### src/rtl/output_arb_pp.sv
// Ping-pong output arbiter: NREQ requesters fill one FIFO bank round-robin while
// the other bank drains downstream; polarity swaps the write/read roles.

module output_arb_pp_bank #(
  parameter int DW    = 64,
  parameter int DEPTH = 2,
  parameter int CW    = 2,
  parameter int PW    = 1
) (
  input  logic          clk,
  input  logic          rst,
  input  logic          wr_en,
  input  logic [DW-1:0] wr_data,
  input  logic          rd_en,
  output logic [DW-1:0] head,
  output logic [CW-1:0] cnt
);
  logic [DW-1:0] mem [DEPTH];
  logic [PW-1:0] wp, rp;
  logic          do_wr, do_rd;

  // Pointers wrap explicitly so DEPTH need not be a power of two.
  function automatic logic [PW-1:0] inc(input logic [PW-1:0] p);
    return (p == PW'(DEPTH-1)) ? '0 : p + PW'(1);
  endfunction

  assign do_wr = wr_en && (cnt != CW'(DEPTH));
  assign do_rd = rd_en && (cnt != '0);
  assign head  = mem[rp];

  always_ff @(posedge clk or negedge rst) begin
    if (!rst) begin
      wp  <= '0;
      rp  <= '0;
      cnt <= '0;
    end else if (do_wr) begin
      wp  <= inc(wp);
      cnt <= cnt + CW'(1);
    end else if (do_rd) begin
      rp  <= inc(rp);
      cnt <= cnt - CW'(1);
    end
  end

  // Storage is not cleared by reset; the zeroed counts make it unreachable.
  always_ff @(posedge clk) begin
    if (rst && do_wr) mem[wp] <= wr_data;
  end
endmodule

module output_arb_pp #(
  parameter int DW    = 64,
  parameter int NREQ  = 4,
  parameter int DEPTH = 2
) (
  input  logic                         clk,
  input  logic                         rst,
  input  logic                         polarity,
  input  logic                         path_rdy,
  input  logic [NREQ-1:0]              req,
  input  logic [NREQ*DW-1:0]           din,
  output logic [NREQ-1:0]              gnt,
  output logic [DW-1:0]                dout,
  output logic                         dout_vld,
  output logic [$clog2(DEPTH+1)-1:0]   cnt0,
  output logic [$clog2(DEPTH+1)-1:0]   cnt1
);
  localparam int CW = $clog2(DEPTH+1);
  localparam int PW = (DEPTH > 1) ? $clog2(DEPTH) : 1;
  localparam int IW = $clog2(NREQ);

  logic [IW-1:0]        rr_ptr, gnt_idx, scan_idx;
  logic                 gnt_any;
  logic                 wb, rb;
  logic [DW-1:0]        wr_data;
  logic [1:0]           wr_en, rd_en;
  logic [1:0][DW-1:0]   head;
  logic [1:0][CW-1:0]   cnt;

  // polarity=1: write bank0 / read bank1
  assign wb = ~polarity;
  assign rb = polarity;

  always_comb begin
    gnt      = '0;
    gnt_idx  = '0;
    gnt_any  = 1'b0;
    scan_idx = '0;
    if (cnt[wb] < CW'(DEPTH)) begin
      for (int k = 0; k < NREQ; k++) begin
        scan_idx = IW'((int'(rr_ptr) + k) % NREQ);
        if (!gnt_any && req[scan_idx]) begin
          gnt_any = 1'b1;
          gnt_idx = scan_idx;
        end
      end
    end
    if (gnt_any) gnt[gnt_idx] = 1'b1;
  end

  always_comb begin
    wr_data = din[int'(gnt_idx)*DW +: DW];
  end

  always_ff @(posedge clk or negedge rst) begin
    if (!rst)
      rr_ptr <= '0;
    else if (gnt_any)
      rr_ptr <= (gnt_idx == IW'(NREQ-1)) ? '0 : gnt_idx + IW'(1);
  end

  assign dout_vld = path_rdy && (cnt[rb] != '0);
  assign dout     = dout_vld ? head[rb] : '0;

  for (genvar b = 0; b < 2; b++) begin : g_bank
    assign wr_en[b] = gnt_any && (wb == 1'(b));
    assign rd_en[b] = dout_vld && (rb == 1'(b));
    output_arb_pp_bank #(.DW(DW), .DEPTH(DEPTH), .CW(CW), .PW(PW)) u_bank (
      .clk     (clk),
      .rst     (rst),
      .wr_en   (wr_en[b]),
      .wr_data (wr_data),
      .rd_en   (rd_en[b]),
      .head    (head[b]),
      .cnt     (cnt[b])
    );
  end

  assign cnt0 = cnt[0];
  assign cnt1 = cnt[1];
endmodule
### config.mk
export PLATFORM = sky130hd
export DESIGN_NAME = output_arb_pp
export DESIGN_NICKNAME = d
export VERILOG_FILES = /design/src/rtl/output_arb_pp.sv
export SDC_FILE = /design/constraint.sdc
export NUM_CORES = 1
export LEC_CHECK = 0
export ABC_AREA = 1
export BUFFER_PORTS_ARGS = -buffer_cell sky130_fd_sc_hd__buf_2
export CAP_MARGIN = 20
export CORE_MARGIN = 1.5
export CORE_UTILIZATION = 55
export DETAILED_ROUTE_END_ITERATION = 10
export GPL_ROUTABILITY_DRIVEN = 0
export PLACE_DENSITY = 0.89
export REMOVE_ABC_BUFFERS = 1
export SETUP_SLACK_MARGIN = 0.15
export SYNTH_ARGS = -nofsm -noshare
export SYNTH_HDL_FRONTEND = slang
export SYNTH_HIERARCHICAL = 1
export SYNTH_SLANG_ARGS = --single-unit
### constraint.sdc
create_clock -name clk -period 7.3 [get_ports clk]
set_input_delay 1.46 -clock clk [delete_from_list [all_inputs] [get_ports clk]]
set_output_delay 1.46 -clock clk [all_outputs]
set_load 0.005 [all_outputs]
Yosys cells after proc, flatten, opt, wreduce, memory -nomap -nowiden
Memories as Yosys holds them, arrays and structs flattened. Cells that the tools add are included.

Bits in writable memories: 256. Memories: 2. Input port bits: 264. Output and inout bits: 73. Word-level logic and storage cells: 106. Register bits after elaboration: 10.

Order comparisons: 9. Equal/unequal tests: 3. $add $sub $neg: 12. Bitwise gates (word level): 3. Reduce and logical (&&, ||, !) cells: 25. Shift operators: 1. Multiplexer cells: 44.

Memories: g_bank[0].u_bank.mem (words 2, bits a word 64, read ports 1, clocked after Yosys merged registers in 0, write ports 1, line 18) `logic [DW-1:0] mem [DEPTH];`; g_bank[1].u_bank.mem (words 2, bits a word 64, read ports 1, clocked after Yosys merged registers in 0, write ports 1, line 18).

Operator list (count): variable part select 256 x 9 -> 64 bit (1); two-way mux 64 bit (3); two-way mux 2 bit (14); two-way mux 1 bit (21); logical AND 1 bit (15); less-than comparator 2 x 3 -> 1 bit (second input constant) (5); nonzero test 2 bit (5); adder 2 x 1 -> 2 bit (second input constant) (4); binary-select mux 1 bit (select 2 bit) (4); adder 1 bit (second input constant) (4); adder 2 bit (second input constant) (2); less-than comparator 1 x 2 -> 1 bit (second input constant) (2); two-way mux 4 bit (1); inequality test 2 bit (second input constant) (2); AND reduction 2 bit (2); subtractor 2 x 1 -> 2 bit (second input constant) (2); logical NOT 1 bit (3); inverter 1 bit (3); demux 1 bit (select 2 bit) (1); equality test 2 bit (second input constant) (1); greater-or-equal comparator 2 x 1 -> 1 bit (second input constant) (1); less-than comparator 2 bit (second input constant) (1).

Logic depth before layout (Yosys ltp)
Gate-level depths: netlist (run 1).

Depth after elaboration: 22. Mapped depth: 18. Mapped depth without buffers: 15.

Cells and area by module
The synthesis (run 1) kept the hierarchy.

Modules (own cells, without submodules): output_arb_pp_bank (instances 2, sequential area each 3943.8 um^2, cells each 364, area each 4865.9 um^2); output_arb_pp (instances 1, sequential area each 50.0 um^2, cells each 940, area each 4480.5 um^2).

Worst setup path after synthesis (run 1)
Ideal clock, no wire load.

Kind: in2reg. From: input polarity. To: memory g_bank[0].u_bank.mem[1][0], enable pin. Required time: 6.735 ns. Buffers on the path: 3. Slack: -0.353 ns. Data arrival time: 7.088 ns. Stages: 11. Library setup time: 0.565 ns. Cells stage by stage: clkbuf_1 -> nor2_1 -> a21oi_1 -> nand2_4 -> inv_4 -> buf_4 -> buf_2 -> nand2_1 -> inv_1 -> nand2_1 -> nor3_1.

Word-level cells in the longest chain between the ends: 9.

Ends and longest elaborated chain: from (decl) (line 58) `input logic polarity,`; two-way mux 2 bit (not written as such) (2 in series) (line 89) `if (cnt[wb] < CW'(DEPTH)) begin`; less-than comparator 2 bit (line 89); two-way mux 1 bit (line 89); logical AND 1 bit (*) (line 116) `assign wr_en[b] = gnt_any && (wb == 1'(b));`; via wr_en[0] (line 76) `logic [1:0] wr_en, rd_en;`; logical AND 1 bit (*) (line 27) `assign do_wr = wr_en && (cnt != CW'(DEPTH));`; logical AND 1 bit (*) (line 47) `if (rst && do_wr) mem[wp] <= wr_data;`; two-way mux 1 bit (*) (line 47); two-way mux 1 bit (not written as such) (*) (line 47); to (decl) (line 18).

Mark *: on every way through the listed nets, which the timed path passes. The rest lies on a longest branch. The select of a mux whose other input is x is not followed.

Worst setup path after layout (run 1)
From: input req[1]. To: output gnt[3].

Word-level cells in the longest chain between the ends: 21. Elaborated cells on any way between the ends: 33. Those cells by class: order compare: 2; mux: 24; reduce/logical: 7.

Ends and longest elaborated chain: from (decl) (line 60) `input logic [NREQ-1:0] req,`; binary-select mux 1 bit (select 2 bit) (line 92) `if (!gnt_any && req[scan_idx]) begin`; two-way mux 1 bit (not written as such) (line 92); two-way mux 1 bit (line 92); two-way mux 1 bit (line 89); logical NOT 1 bit (line 92); logical AND 1 bit (line 92); two-way mux 1 bit (line 92); two-way mux 1 bit (line 89); (+5 left out); logical AND 1 bit (line 92); two-way mux 2 bit (line 92); two-way mux 2 bit (line 89); less-than comparator 2 x 3 -> 1 bit (not written as such) / greater-or-equal comparator 2 x 1 -> 1 bit (equally long branches) (line 98) `if (gnt_any) gnt[gnt_idx] = 1'b1;`; logical AND 1 bit (not written as such) (line 98); two-way mux 1 bit (not written as such) (line 98); demux 1 bit (select 2 bit) (line 98); two-way mux 4 bit (*) (line 98); to (decl) (line 62) `output logic [NREQ-1:0] gnt,`.

Mark *: on every way between the ends. The rest lies on a longest branch, timed or not. The select of a mux whose other input is x is not followed.

==> run_results.csv, run 1 <==
group,metric,value,unit
sta,setup_viol,0,
power_and_ir_drop,power,7.90,mW
clock_network,cts_tree,"done",
die,dieArea,26800,um^2
setup_path,critPathMostFrequentCell,"nand2_1",
min_path,hp-class,"reg -> reg",
setup_path,path_class,"in -> out",
grt,grt_first_pass_wirelength,53200,um
power_and_ir_drop,peakVddDrop,0.307,mV
setup_path,cp.required,5.84,ns
finish,fin_area,16800,um^2
clock_network,post_cts_resized,0,
sta,fin_crit_sh,74.1,%
detailed_routing,wl_per_cell,15.0,um
sta,tightest_slew,1.01,ns
clock_network,clockBufferDepth,3,
detailed_routing,route.detailed.drc,0,
synthesis,yosys_warnings,6,
place,placed_cell_area,15900,um^2
detailed_routing,wl_met1,13400,um
clock_network,cts_max_level,1,
finish,post-route-util,66.3,%
sta,timing.final.hold_violations,0,
place,dp_hpwl,22200,um
sta,rsz0062_at_grt,"false",
sta,maxSlewHeadroom,32.2,%
synthesis,synth_seq_cells,266,
grt,overflow,0,
clock_network,clk_latency,0.53,ns
die,initial_utilization,56.3,%
die,io_pins,337,
synthesis,synth_edf_count,256,
die,core,25300,um^2
power_and_ir_drop,powerDensity,471,nW/um^2
clock_network,ctsHoldBuffers,0,
setup_path,crit_chain,"buf_2, inv_1, nand2_1, nand3_1, nand2_1, nand2_1, nand3_1, nand2_4, nand2_4, inv_2, ha_1, inv_1, nor2_1, buf_2",
sta,slew_violations,0,
grt,antenna_found_initial,0,
clock_network,cts_setup_buffers,0,
run,drv_cap,0,
grt,grt_pass1_vias,11200,
finish,drive_gt1_share,21.1,%
setup_path,crit_fanout,68,
detailed_routing,vias,12050,
die,die_w,164,um
sta,fin_crit,5.41,ns
detailed_routing,drtAntennaViolNets,0,
synthesis,netlist_area,14200,um^2
detailed_routing,met3WireLength,2520,um
sta,finClkSkew,0.0178,ns
synthesis,synth_cell_types,29,
clock_network,cts-root-buf,"clkbuf_16",
clock_network,cts_buffers,26,
grt,grt_max_degree,69,
finish,antenna_cells,0,
finish,num-fill-cells,1953,
die,die-height,164,um
finish,nets,2216,
place,dp_cells,2250,
setup_path,cp-start-kind,"primary input",
finish,final_cells,2297,
place,portBuffers,336,
clock_network,cts_sinks,266,
grt,track_usage,25.1,%
setup_path,setup.worst_path.start,"req[1]",
synthesis,syn_inst,1668,
setup_path,cp.arrival,3.95,ns
min_path,hold_start,"g_bank[0].u_bank/wp$_DFFE_PN0P_",
synthesis,synth-main-ff-cell,"edfxtp_1",
die,num_rows,58,
setup_path,cpPeakStageDelay,0.58,ns
detailed_routing,wl_met2,17500,um
synthesis,synthArstFlopShare,3.76,%
detailed_routing,drtPass1Iterations,6,
detailed_routing,routed_via_density,5.25,
outcome,status,"complete, no violations",
setup_path,rr_startpoint,"rr_ptr[0]$_DFFE_PN0P_",
finish,syn2layout_area_growth,17.9,%
setup_path,cp_slowest_cell,"nand2_4",
sta,fmax,0.185,GHz
detailed_routing,routed_wl,34500,um
detailed_routing,top_layer_used,"met4",
synthesis,syn_avg_cell_area,8.52,um^2
clock_network,cts.clk_slew.worst_paths,0.06,ns
detailed_routing,drt_iter0_drc,949,
synthesis,seq_area_frac_synth,55.8,%
power_and_ir_drop,p_leak,8.60,nW
setup_path,end_kind,"primary output",
==> cell usage after synthesis (all sizes together), types with 4 or more instances <==
master / instances / area share (%)
a21oi: 4 / 0.14
a22o: 64 / 3.9
buf: 90 / 4.0
clkbuf: 10 / 0.26
dfrtp: 10 / 1.8
edfxtp: 256 / 54
ha: 4 / 0.35
inv: 288 / 7.6
nand2: 646 / 17
nand3: 269 / 9.5
nor2: 16 / 0.53
==> cells in the final DEF, fill, tap and decap left out, types with 3 or more instances in the layout <==
cell / instances
nand3_1: 268
inv_2: 5
clkbuf_1: 7
buf_2: 336
edfxtp_1: 256
bufinv_16: 5
buf_4: 16
inv_1: 281
clkbuf_16: 26
nor2_4: 5
a21oi_1: 4
ha_1: 4
clkinv_2: 5
nand2_4: 3
a22o_1: 64
nand2_1: 642
nor2_1: 9
dfrtp_1: 8
==> through the flow <==
stage | hold slack [ns] | TNS [ns] | setup WS [ns]
floorplan | 0.442 | -38.40 | -0.542
detailed placement | 0.467 | 0 | 1.90
finish | 0.480 | 0 | 1.89
global route | 0.510 | 0 | 1.68
CTS | 0.481 | 0 | 1.89
global placement | 0.454 | 0 | 2.04
==> layer usage <==
layer / global-route usage [%] / vias to the layer above
li1: - / 5890
met1: 30.3 / 5465
met2: 45.5 / 603
met3: 3.03 / 92
met4: 10.0 / 0
met5: 0 / -
==> final cells by class <==
type / count / area [um^2] / area share (%)
repair buffers: 352 / 1800 / 10.8
clock buffers: 34 / 691 / 4.12
flip-flops and latches: 266 / 7940 / 47.4
clock inverters: 13 / 199 / 1.19
multi-input cells: 1014 / 4630 / 27.6
well taps: 330 / 413 / 2.46
inverters: 288 / 1090 / 6.48
==> state kept, by name, indices dropped and copies added, names as in the netlist <==
signal / flops
rr_ptr: 2
g_bank.u_bank/wp: 2
g_bank.u_bank/cnt: 4
g_bank.u_bank/rp: 2
g_bank.u_bank/mem: 256
==> worst paths after layout <==
path / to / slack, ns / cells past startpoint
max in group asynchronous: g_bank[1].u_bank/rp$_DFFE_PN0P_ / 6.23 / 1
min in group asynchronous: g_bank[0].u_bank/cnt[0]$_DFFE_PN0P_ / 0.83 / 1
hold reg to reg: g_bank[0].u_bank/wp$_DFFE_PN0P_ / 0.48 / 2
setup / recovery: gnt[3] / 1.89 / 14
setup reg to reg: g_bank[0].u_bank/mem[0][4]$_DFFE_PP_ / 3.30 / 13
hold / removal: g_bank[0].u_bank/wp$_DFFE_PN0P_ / 0.48 / 2
==> cells by family (layout without fill, tap and decap cells) <==
family | count (synthesis) | after routing | synth area share [%]
flip-flops | 266 | 266 | 55.8
AND/OR/NAND/NOR | 936 | 936 | 27.4
buffers and inverters | 388 | 687 | 12.0
AO/OA/AOI/OAI | 74 | 74 | 4.40
adder cells (fa/ha/maj) | 4 | 4 | 0.352
==> power by group <==
group | internal, mW | switching [mW] | total (mW)
clock network | 0.843 | 0.540 | 1.38
registers | 2.65 | 0.104 | 2.76
logic | 1.02 | 2.74 | 3.76
==> critical path, delay by kind of cell <==
kind          cells  cell delay [ns]
buf+inv           5             0.54
fa+ha+maj         1             0.17
simple gates      8             1.76
No activity file was read; power rests on OpenSTA's default activity.
==> run 2, diff against run 1 <==
==> constraint.sdc (replaced) <==
create_clock -name clk -period 5.7 [get_ports clk]
set_input_delay 1.14 -clock clk [delete_from_list [all_inputs] [get_ports clk]]
set_output_delay 1.14 -clock clk [all_outputs]
set_load 0.005 [all_outputs]
==> run_results.csv, run 2 (synthesis gave the netlist of run 1 again) <==
group,metric,value,unit
run,drv_cap,0,
detailed_routing,drt_iter0_drc,853,
grt,track_usage,24.7,%
clock_network,clockBufferDepth,3,
finish,fin_area,16800,um^2
setup_path,cp.arrival,3.54,ns
setup_path,cp_slowest_cell,"nand2_4",
setup_path,cp.required,4.56,ns
die,die-height,164,um
clock_network,ctsHoldBuffers,0,
grt,grt_pass1_vias,11263,
sta,slew_violations,0,
min_path,whs_endpoint,"g_bank[1].u_bank/wp$_DFFE_PN0P_",
die,dieArea,26800,um^2
setup_path,path_class,"in -> out",
detailed_routing,vias,11979,
clock_network,cts_setup_buffers,0,
sta,fin_crit_sh,82.1,%
finish,post-route-util,66.4,%
sta,finClkSkew,0.0105,ns
sta,rsz0062_at_grt,"false",
finish,layout_commonest_cell,"nand2_1",
detailed_routing,routed_via_density,5.21,
setup_path,worstReg2RegEnd,"g_bank[0].u_bank/mem[0][46]$_DFFE_PP_",
setup_path,cpPeakStageDelay,0.57,ns
sta,fin_crit,4.68,ns
clock_network,cts_max_level,1,
setup_path,rrSetupSlack,2.15,ns
finish,final_cell_mix,"nand2_1 (642), buf_2 (336), inv_1 (281)",
outcome,status,"complete, no violations",
finish,antenna_cells,0,
finish,top_register,"g_bank.u_bank/mem",
detailed_routing,route.detailed.drc,0,
place,dp_hpwl,21800,um
power_and_ir_drop,power,10.1,mW
min_path,hp-class,"reg -> reg",
sta,maxSlewHeadroom,33.1,%
die,io_pins,337,
grt,top_usage_layer,"met2",
sta,tightest_slew,1.00,ns
clock_network,cts_buffers,26,
min_path,hold_start,"g_bank[1].u_bank/wp$_DFFE_PN0P_",
setup_path,crit_chain,"buf_2, inv_1, nand2_1, nand3_1, nand2_1, inv_1, nand3_2, nand2_4, inv_4, nand2_4, inv_2, ha_1, inv_1, nor2_1, buf_2",
place,pre_cts_ws,0.998,ns
grt,grt_max_degree,69,
detailed_routing,drtAntennaViolNets,0,
sta,setup_ws,1.02,ns
setup_path,cp-start-kind,"primary input",
detailed_routing,routed_wl,34200,um
clock_network,cts.clk_slew.worst_paths,0.06,ns
grt,use_met1,30.0,%
clock_network,cts_sinks,266,
finish,drive_gt1_share,21.5,%
setup_path,rr_startpoint,"rr_ptr[0]$_DFFE_PN0P_",
place,portBuffers,336,
finish,syn2layout_area_growth,18.0,%
setup_path,crit_fanout,67,
power_and_ir_drop,powerDensity,602,nW/um^2
clock_network,clk_latency,0.52,ns
power_and_ir_drop,peakVddDrop,0.442,mV
finish,num-fill-cells,1958,
place,placed_cell_area,15900,um^2
clock_network,cts-root-buf,"clkbuf_16",
setup_path,critPathMostFrequentCell,"inv_1",
finish,largest_reg_flops,256,
grt,met2_usage,45.0,%
sta,fmax,0.214,GHz
die,die_w,164,um
die,num_rows,58,
grt,antenna_found_initial,0,
power_and_ir_drop,p_leak,8.61,nW
finish,nets,2221,
grt,grt_use_met3,2.93,%
clock_network,cts_tree,"done",
sta,timing.final.hold_violations,0,
sta,setup_viol,0,
finish,largestRegisters,"g_bank.u_bank/mem: 256 flops, g_bank.u_bank/cnt: 4 flops",
setup_path,end_kind,"primary output",
clock_network,post_cts_resized,0,
min_path,whs_path_depth,2,
grt,grt_first_pass_wirelength,52700,um
die,core,25300,um^2
grt,overflow,0,
setup_path,ff2ff_path_depth,14,
detailed_routing,wl_per_cell,14.8,um
die,initial_utilization,56.3,%
detailed_routing,drtPass1Iterations,6,
run 2: cell type report:
cell class	count	area, um^2	share of cell area [%]
flip-flops and latches	266	7940	47.3
multi-input cells	1014	4630	27.6
repair buffers	357	1850	11.0
inverters	288	1090	6.47
clock buffers	29	683	4.07
well taps	330	413	2.46
clock inverters	17	175	1.04
run 2: per-layer routing:
metal | vias to the layer above | wire length (um)
li1 | 5894 | -
met1 | 5511 | 13600
met2 | 504 | 17500
met3 | 70 | 2190
met4 | 0 | 901
met5 | - | 0
run 2: worst max-delay path, delay by kind of cell:
family | cells | cell delay, ns
simple gates | 7 | 1.14
buf+inv | 7 | 1.07
fa+ha+maj | 1 | 0.17
run 2: stage by stage:
step / hold slack [ns] / TNS, ns / instances
global route: 0.504 / 0 / 2301
floorplan: 0.442 / -206.74 / 1568
CTS: 0.474 / 0 / 2300
finish: 0.472 / 0 / 2301
global placement: 0.455 / 0 / 2254
detailed placement: 0.459 / 0 / 2254
run 2: worst max path at each step:
stage / cells after the start / to / from
after floorplan: 12 / g_bank[0].u_bank/mem[1][0]$_DFFE_PP_ / req[3]
after global placement: 15 / gnt[1] / req[3]
after detailed placement: 15 / gnt[1] / req[2]
after CTS: 15 / gnt[1] / req[2]
after global routing: 15 / gnt[3] / req[2]
final: 15 / gnt[1] / req[2]
run 2: power by group:
part	switching [mW]	internal [mW]	leakage, nW
registers	0.131	3.40	2.44
clock network	0.698	0.999	0.413
logic	3.53	1.35	5.76
total	4.36	5.74	8.61
==> run 3, diff against run 2 <==
--- a/config.mk
+++ b/config.mk
@@ -5,14 +5,14 @@
 export SDC_FILE = /design/constraint.sdc
 export NUM_CORES = 1
 export LEC_CHECK = 0
-export ABC_AREA = 1
+export ABC_AREA = 0
 export BUFFER_PORTS_ARGS = -buffer_cell sky130_fd_sc_hd__buf_2
 export CAP_MARGIN = 20
 export CORE_MARGIN = 1.5
-export CORE_UTILIZATION = 55
+export CORE_UTILIZATION = 48
 export DETAILED_ROUTE_END_ITERATION = 10
 export GPL_ROUTABILITY_DRIVEN = 0
-export PLACE_DENSITY = 0.89
+export PLACE_DENSITY = 0.84
 export REMOVE_ABC_BUFFERS = 1
 export SETUP_SLACK_MARGIN = 0.15
 export SYNTH_ARGS = -nofsm -noshare
==> constraint.sdc (replaced) <==
create_clock -name clk -period 4.26 [get_ports clk]
set_input_delay 0.852 -clock clk [delete_from_list [all_inputs] [get_ports clk]]
set_output_delay 0.852 -clock clk [all_outputs]
set_load 0.005 [all_outputs]
==> run_results.csv, run 3 <==
group,metric,value,unit
outcome,status,"complete, no violations",
grt,grt_max_degree,68,
detailed_routing,vias,7288,
synthesis,synth_seq_cells,266,
detailed_routing,wl_per_cell,20.0,um
finish,largestRegisters,"g_bank.u_bank/mem: 256 flops, g_bank.u_bank/cnt: 4 flops",
grt,overflow,0,
synthesis,synth_edf_count,256,
setup_path,end_kind,"primary output",
synthesis,synth_top_cell_area_share,61.1,%
clock_network,cts_max_level,1,
clock_network,cts.clk_slew.worst_paths,0.06,ns
die,core,25900,um^2
die,initial_utilization,48.6,%
die,dieArea,27200,um^2
synthesis,syn_avg_cell_area,19.8,um^2
setup_path,cp-start-kind,"flop",
detailed_routing,route.detailed.drc,0,
sta,finClkSkew,0.0138,ns
detailed_routing,routed_via_density,5.50,
sta,setup_ws,0.828,ns
die,die-height,165,um
synthesis,synthArstFlopShare,3.76,%
place,portBuffers,336,
sta,fin_crit,3.43,ns
place,dp_hpwl,16400,um
setup_path,path_class,"reg -> out",
clock_network,cts_sinks,266,
synthesis,synth_area_leaders,"edfxtp_1 (61%), mux2_4 (12%), mux4_2 (11%)",
clock_network,cts_buffers,27,
sta,setup_viol,0,
sta,timing.final.hold_violations,0,
clock_network,cts_tree,"done",
min_path,hp-class,"in -> async",
die,die_w,165,um
setup_path,rr_startpoint,"rr_ptr[0]$_DFFE_PN0P_",
sta,fin_crit_sh,80.6,%
synthesis,yosys_warnings,6,
finish,nets,1240,
sta,rsz0062_at_grt,"false",
power_and_ir_drop,powerDensity,608,nW/um^2
grt,antenna_found_initial,1,
die,io_pins,337,
setup_path,crit_fanout,8,
sta,slew_violations,0,
clock_network,clockBufferDepth,3,
grt,grt_pass1_vias,7509,
die,num_rows,59,
finish,syn2layout_area_growth,22.9,%
synthesis,synth-main-ff-cell,"edfxtp_1",
power_and_ir_drop,peakVddDrop,1.13,mV
sta,hold_slack,0.200,ns
grt,track_usage,19.3,%
synthesis,netlist_area,12600,um^2
grt,grt_first_pass_wirelength,39600,um
setup_path,cp.arrival,2.58,ns
setup_path,rrSetupSlack,1.55,ns
finish,layout_commonest_cell,"buf_2",
synthesis,yosysMostFrequentCell,"edfxtp_1",
finish,final_cell_mix,"buf_2 (336), edfxtp_1 (256), mux2_4 (101)",
sta,maxSlewHeadroom,57.4,%
finish,top_register,"g_bank.u_bank/mem",
detailed_routing,drtAntennaViolNets,0,
clock_network,cts_setup_buffers,0,
run,drv_cap,0,
setup_path,cp.required,3.41,ns
synthesis,synth_cell_types,38,
place,pre_cts_ws,0.823,ns
clock_network,post_cts_resized,0,
sta,tightest_slew,0.639,ns
finish,drive_gt1_share,60.1,%
detailed_routing,drt_iter0_drc,409,
detailed_routing,drtPass1Iterations,4,
detailed_routing,routed_wl,26600,um
power_and_ir_drop,p_leak,6.13,nW
sta,fmax,0.291,GHz
finish,largest_reg_flops,256,
clock_network,clk_latency,0.52,ns
clock_network,ctsHoldBuffers,0,
synthesis,yosys.area.top_type,"edfxtp_1",
clock_network,cts-root-buf,"clkbuf_16",
synthesis,synth_common_cells,"edfxtp_1 (256), mux2_4 (101), a22o_1 (64), mux4_2 (64), mux2_2 (28)",
setup_path,setup.worst_path.start,"rr_ptr[0]$_DFFE_PN0P_",
synthesis,syn_inst,635,
synthesis,seq_area_frac_synth,63.1,%
==> run 3: worst max-delay path: stages, from the launching register on <==
cell and delay (ns):
dfrtp_1 0.45, nor4bb_1 0.40, inv_1 0.13, a311oi_4 0.56, inv_2 0.08, ha_1 0.19
and2_1 0.13, buf_2 0.12
==> run 3: area by class of cell <==
type / count / area (um^2)
Inverter: 7 / 26.3
Fill cell: 1890 / 10400
Clock buffer: 32 / 694
Tap cell: 335 / 419
Clock inverter: 15 / 165
Multi-Input combinational cell: 320 / 4360
Sequential cell: 266 / 7950
Antenna cell: 1 / 2.50
Timing Repair Buffer: 350 / 1860
==> run 3: final timing paths <==
path                                                    endpoint  cells after the start
max                                                       gnt[1]                      7
max reg2reg                g_bank[1].u_bank/mem[0][61]$_DFFE_PP_                      5
min reg2reg                      g_bank[1].u_bank/wp$_DFFE_PN0P_                      1
max in group asynchronous        g_bank[1].u_bank/rp$_DFFE_PN0P_                      1
min                          g_bank[1].u_bank/cnt[0]$_DFFE_PN0P_                      1
min in group clk                 g_bank[1].u_bank/wp$_DFFE_PN0P_                      1
==> run 3: layer usage <==
layer	up-vias	wire, um	global-route usage, %
met4	0	573	6.02
li1	3327	-	-
met1	3646	10600	24.2
met2	273	13500	33.7
met5	-	0	0
met3	42	1850	3.64
==> run 3: per-stage QoR <==
step	total power, mW	utilization (%)	instance area, um^2	instances	setup TNS (ns)
3_3_place_gp	7.09	56.4	14600	1278	0
6_report	9.40	59.7	15500	1326	0
5_1_grt	9.84	59.7	15500	1326	0
3_5_place_dp	7.22	56.4	14600	1278	0
4_1_cts	9.50	59.7	15500	1325	0
2_1_floorplan	6.43	-	12300	593	-380.44
==> run 3: cells by family after synthesis <==
group / share of synthesized area [%]
AOI/OAI and AO/OA: 5.22
adders and majority gates: 0.398
DFF: 63.1
buffers and inverters: 2.75
and+or+nand+nor: 1.81
xor gates and xnor gates: 0.418
muxes: 26.3
==> run 3: power breakdown <==
part           internal, mW  switching (mW)
combinational          1.76            1.51
sequential             3.58           0.298
clock                  1.34           0.916
